`src/rtl/tick_counter.sv`:
```
// tick_counter: counts rising edges of a selected divided-clock level while
// the run/pause/idle FSM is in RUN, wrapping from TERM back to 0.
//
// Optional feature: define TICK_CNT_STICKY_EN to add the sticky overflow
// output ovf, which latches on any wrap and is cleared only by clear or rst.
//
// state_dbg exposes the FSM state for observation (0 IDLE, 1 PAUSE, 2 RUN).
//
// Control handshake: start, stop and clear are plain levels sampled on every
// posedge clk; there is no valid/ready pairing on this block.
module tick_counter #(
    parameter int WIDTH = 8,
    parameter int TERM  = 59
) (
    input  logic             clk,
    input  logic             rst,
    input  logic             clk_2,
    input  logic             clk_4,
    input  logic             clk_6,
    input  logic [1:0]       sel,
    input  logic             start,
    input  logic             stop,
    input  logic             clear,
    output logic [WIDTH-1:0] count,
    output logic             tick,
    output logic             wrap,
    output logic             running,
`ifdef TICK_CNT_STICKY_EN
    output logic             ovf,
`endif
    output logic [1:0]       state_dbg
);

    typedef enum logic [1:0] {
        IDLE  = 2'd0,
        PAUSE = 2'd1,
        RUN   = 2'd2
    } state_t;

    localparam logic [WIDTH-1:0] TERM_W = WIDTH'(TERM);
    localparam logic [WIDTH-1:0] ONE_W  = WIDTH'(1);

    state_t           state;
    state_t           state_nx;
    logic             src;
    logic             prev;
    logic [1:0]       sel_q;
    logic             sel_chg;
    logic             edge_e;
    logic [WIDTH-1:0] count_nx;
    logic             wrap_nx;
    logic             running_nx;

    // Select the tick source; code 11 has no source and never ticks.
    always_comb begin
        src = 1'b0;
        case (sel)
            2'b00:   src = clk_2;
            2'b01:   src = clk_4;
            2'b10:   src = clk_6;
            default: src = 1'b0;
        endcase
    end

    // Rising-edge detect, suppressed in the cycle the selection changes so
    // that switching onto a source that is already high gives no false tick.
    always_comb begin
        sel_chg = (sel != sel_q);
        edge_e  = src & ~prev & ~sel_chg;
    end

    // Remember last cycle's source level and selection.
    always_ff @(posedge clk or posedge rst) begin
        if (rst) begin
            prev  <= 1'b0;
            sel_q <= 2'b00;
        end else begin
            prev  <= src;
            sel_q <= sel;
        end
    end

    // FSM state register.
    always_ff @(posedge clk or posedge rst) begin
        if (rst) state <= IDLE;
        else     state <= state_nx;
    end

    // FSM next state: clear beats stop, stop beats start.
    always_comb begin
        state_nx = state;
        if (clear) begin
            state_nx = IDLE;
        end else if (stop) begin
            if (state == RUN) state_nx = PAUSE;
        end else if (start) begin
            if (state != RUN) state_nx = RUN;
        end
    end

    // Next values of the registered outputs; a tick is only counted when the
    // current state is already RUN, so a start arriving with an edge is not.
    always_comb begin
        count_nx   = count;
        wrap_nx    = 1'b0;
        running_nx = (state_nx == RUN);
        if (clear) begin
            count_nx = '0;
        end else if ((state == RUN) && edge_e) begin
            if (count == TERM_W) begin
                count_nx = '0;
                wrap_nx  = 1'b1;
            end else begin
                count_nx = count + ONE_W;
            end
        end
    end

    // Output registers.
    always_ff @(posedge clk or posedge rst) begin
        if (rst) begin
            count   <= '0;
            tick    <= 1'b0;
            wrap    <= 1'b0;
            running <= 1'b0;
        end else begin
            count   <= count_nx;
            tick    <= edge_e;
            wrap    <= wrap_nx;
            running <= running_nx;
        end
    end

`ifdef TICK_CNT_STICKY_EN
    // Sticky overflow flag: set with any wrap, cleared only by clear.
    always_ff @(posedge clk or posedge rst) begin
        if (rst)          ovf <= 1'b0;
        else if (clear)   ovf <= 1'b0;
        else if (wrap_nx) ovf <= 1'b1;
    end
`endif

    assign state_dbg = state;

endmodule

```
`config.mk`:
```
export PLATFORM = sky130hd
export DESIGN_NAME = tick_counter
export DESIGN_NICKNAME = d
export VERILOG_FILES = /design/src/rtl/tick_counter.sv
export SDC_FILE = /design/constraint.sdc
export NUM_CORES = 1
export LEC_CHECK = 0
export ABC_AREA = 1
export ABC_CLOCK_PERIOD_IN_PS = 1400
export CAP_MARGIN = 5
export CORE_MARGIN = 8
export CORE_UTILIZATION = 55
export CTS_BUF_LIST = sky130_fd_sc_hd__clkbuf_4
export CTS_CLUSTER_SIZE = 30
export DETAILED_ROUTE_END_ITERATION = 12
export DONT_BUFFER_PORTS = 1
export MAX_ROUTING_LAYER = met4
export PLACE_DENSITY_LB_ADDON = 0.25
export SYNTH_ARGS = -nofsm -noshare
export SYNTH_HDL_FRONTEND = slang
export SYNTH_SLANG_ARGS = --single-unit
```
`constraint.sdc`:
```
create_clock -name clk -period 1.4 [get_ports clk]
set_input_delay 0.07 -clock clk [delete_from_list [all_inputs] [get_ports clk]]
set_output_delay 0.07 -clock clk [all_outputs]
set_load 0.05 [all_outputs]
```
======== Word level (Yosys, flattened, before mapping) ========
Cells that the tools add are included.
word-level totals
  register bits after elaboration ......... 16
  latch bits .............................. 0
  memory bits (writable) .................. 0
  ROM bits ................................ 0
  bits of input ports ..................... 10
  logic and storage cells ................. 34
  memories kept ........................... 0
operators by class
  add/subtract/negate cells ............... 1
  multiply operators ...................... 0
  divide/modulo/power cells ............... 0
  magnitude comparators ................... 0
  eq/ne operators ......................... 7
  shift operators ......................... 0
  muxes and demuxes ....................... 12
  bitwise gates (word level) .............. 4
  reduce and logical (&&, ||, !) cells .... 3
operators by type and width
  kind                 number
  $mux 8               3
  $mux 2               5
  $add 8x1->8 const B  1
  $eq 8x6->1 const B   1
  $eq 2x2->1 const B   3
  $mux 1               3
  $pmux 1 s3           1
  $and 1x1->1          2
  $eq 2x1->1 const B   1
  $logic_not 2->1      1
  $ne 2x2->1           1
  $ne 2x2->1 const B   1
  $not 1->1            2
  $reduce_bool 2->1    1
  $logic_and 1x1->1    1

======== Logic depth before layout (Yosys ltp) ========
  word-level depth ........................ 7
  gate-level depth with buffers ........... 9
  gate-level depth less buffers ........... 9

======== Least setup slack after synthesis ========
Ideal clock, no wire load.
  kind .................................... register to register
  start point ............................. reg count[0]
  end point ............................... reg count[0]
  setup time .............................. 0.119 ns
  data arrival time ....................... 1.511 ns
  path slack .............................. -0.230 ns
  stages on the path, launching flop included .. 7
  buffers on the path ..................... 0
  clock period less this slack ............ 1.630 ns
  cell sequence ........................... dfrtp_1 > ha_1 > nand3_1 > nor2_1 > nor3_1 > nand2_1 > nand2_1
between the ends
  word-level cells in the longest chain between the ends .. 4
RTL lines
  item                                       RTL line  text
  from (decl)                                24        output logic [WIDTH-1:0] count,
  from (signal assigned)                     127       count <= count_nx;
  $add 8x1->8 or $eq 8x6->1 (tied branches)  114, 110
  $mux 8 *                                   110       if (count == TERM_W) begin
  $mux 8 *                                   109       end else if ((state == RUN) && edge_e) begin
  $mux 8 *                                   107       if (clear) begin
Mark *: on every way between the ends. The rest lies on a longest branch, timed or not. The select of a mux whose other input is x is not followed.
A chain may end at the register's enable or synchronous reset.

======== Final worst setup path ========
  start point ............................. reg count[0]
  end point ............................... reg count[3]
Same word-level chain as after synthesis.

==> metrics.cfg <==
[sta]
fin_skew_ps=0.3505
timing.hold.ws_ps=-0.5968
rsz0062_at_grt=false
worst_slew_pin_slew_ps=613.1
maxClockFrequency_mhz=811.9
final_hold_viols=1
setup_viol=0
finalCriticalPeriod_ps=1232
final_worst_path_cycle_share_pct=87.97
final.setup.tns_ps=0
worst_slew_margin_rel_pct=59.08
maxSlewViolCount=0

[layout]
layout.nets=169
layout-drive-gt1-share_pct=19.11
areaGrowthSynthToFinish_pct=20.08
multi_input_combinational_cell_area_um2=509.2
sequential_cell_area_um2=404.1
nFillCells=151
inserted_diodes=0
most-common-layout-cells=40 x nand2_1, 20 x inv_1, 20 x nand3_1, 13 x dfrtp_1, 11 x nor2_1
layout.cells.most_common=nand2_1

[clock_tree]
clk_path_buf_depth=2
numClockSinks=16
cts-htree-levels=1
clk_transition_reported_paths_ps=100
worstSkewPairLatency_ps=290
clock_tree.root_cell=clkbuf_4
postCtsSetupBuffers=0
cts_tree=yes
cts-buffers-inserted=3

[pwr]
static_leak_nw=0.6116
max-vdd-ir-drop_mv=0.6013
post-layout-total-power_mw=0.9060
power-per-cell-area_nw_per_um2=766.3

[synth]
synth_adder_area_share_pct=1.271
synth_compound_area_share_pct=2.160
synth.yosys.seq_area_share_pct=40.66
yosys_warnings=0
syn_area_um2=984.7
synth_top_family_by_area=simple AND/OR/NAND/NOR gates
synth-simple-area-share_pct=44.98
gate_count_post_synth=139
synth_nets=150
syn_area_per_cell_um2=7.084
synth.lib_cells_used.distinct=24
post_synth_mux_area_share_pct=0
synth-xor-area-share_pct=1.779
synth.ff_latch_count=16

[worst_setup_path]
worst_path_arrival_time_ps=1420
cp-end-kind=flip-flop
r2r.worst_path.cells=6
worst_path_required_time_ps=1590
cp_max_fo=5
critPathKind=flip-flop to flip-flop
timing.reg2reg.setup_slack_ps=170
critical_path.startpoint_type=flip-flop

[floorplanning]
die_height_um=58.31
row_count=15
fp.coreArea_um2=1708
initial_standard_cell_utilization_of_the_core_pct=57.66
pin_count=23
die_x_um=58.31
floorplan.die_area_um2=3400

[grt]
grt_pass1_vias=980
largest_net_degree_at_the_start_of_global_routing=17
overflow=0
grt_pass1_wl_um=4153
grt_antenna_before_repair=0
grt_use_total_pct=15.69

[detailed_routing]
post_route_antenna_net_violation_count=0
detail_route.vias_per_cell=5.236
detail_route.iter0.violations=19
detail_route.wl_per_cell_um=12.63
drcViolationCount=0
route.final.wire_length_um=2299
via_count=953
first_pass_iters=4

[hold_path]
min_path_type=input port to flip-flop
hold_path_depth=3

[outcome]
run_status=finished with violations
violations=hold timing

[place]
dp_hpwl_um=1767
routabilityCongestion=0.9367
count_of_buffers_inserted_at_the_top_level_ports=0

[flow_run]
cap_violations=0

-- through the flow --
| step | utilization [%] | cells | cell area, µm² | setup WS (ps) | hold slack [ps] |
|---|---|---|---|---|---|
| after CTS | 68.64 | 181 | 1172 | 165.9 | 3.329 |
| after global placement | 64.76 | 173 | 1106 | 237.3 | 69.42 |
| after global routing | 69.23 | 182 | 1182 | 11.04 | 2.767 |
| final | 69.23 | 182 | 1182 | 168.4 | -0.5968 |
| after floorplan | - | 139 | 1003 | 18.23 | -16.46 |
| after detailed placement | 64.76 | 173 | 1106 | 206.0 | 78.48 |
-- critical path, stage by stage, from the launching register on --
cell,delay (ps)
dfrtp_2,420
ha_4,180
nand3_1,110
nor2_2,210
nor3_1,80
nand2_1,90
nand2_1,50
-- repair_timing --
item,CTS,global route
endpoints found under the hold margin,30,1
gates resized for setup,0,0
hold buffers,4,1
-- layout make-up --
class,count,area share (%)
Clock buffer,3,1.905
Clock inverter,1,0.3175
Inverter,23,7.302
Multi-Input combinational cell,99,43.07
Sequential cell,16,34.18
Tap cell,25,2.646
Timing Repair Buffer,15,10.58
-- cells by family after synthesis --
family	after synthesis
DFF	16
AOI/OAI and AO/OA	4
buffers and inverters	24
and+or+nand+nor	92
adders and majority gates	1
xor gates and xnor gates	2
-- where the power goes --
group | leakage [nW] | internal [mW] | total [mW] | switching, mW
sequential | 0.210 | 0.477 | 0.500 | 0.0234
combinational | 0.386 | 0.0462 | 0.142 | 0.0959
clock | 0.0154 | 0.104 | 0.263 | 0.160
total | 0.612 | 0.627 | 0.906 | 0.279
-- sequential cells by signal, summed over array words and instances, names as in the netlist --
name,count
count,8
wrap,1
state_dbg,2
prev,1
tick,1
running,1
sel_q,2
-- metal layers --
layer | up-vias | GRT usage (%) | share of wire (%) | routed length, µm
met1 | 451 | 17.46 | 44 | 1003
met3 | 6 | 4.130 | 6.1 | 140
met4 | 0 | 6.294 | 1.5 | 35
met5 | - | - | 0 | 0
met2 | 22 | 26.14 | 49 | 1120
li1 | 474 | - | - | -
-- synth_stat cells --
master	number	area [µm²]
nor2_2	1	6.260
dfrtp_1	16	400.4
ha_1	1	12.51
inv_1	20	75.07
nor2_4	1	11.26
xnor2_1	1	8.760
nand2_2	3	18.77
nand2_1	40	150.1
nand4_1	3	18.77
nand3b_1	1	7.510
a21oi_1	2	10.01
clkinv_1	1	3.750
nor2_1	12	45.04
nand3_4	1	17.52
nor3_1	6	30.03
inv_2	2	7.510
xor2_1	1	8.760
clkbuf_1	1	3.750
o22ai_1	1	6.260
nand3_2	2	20.02
o21ai_0	1	5.000
nand2_4	1	11.26
nand3_1	20	100.1
or2_2	1	6.260
-- worst paths after layout --
| kind | start | end |
|---|---|---|
| setup reg to reg | count[0] | count[3] |
| setup / recovery | count[0] | count[3] |
| hold / removal | stop | state_dbg[1] |
| min in group asynchronous | rst | sel_q[1] |
| max in group asynchronous | rst | count[2] |
| hold reg to reg | prev | tick |
No activity file was read; power rests on OpenSTA's default activity.
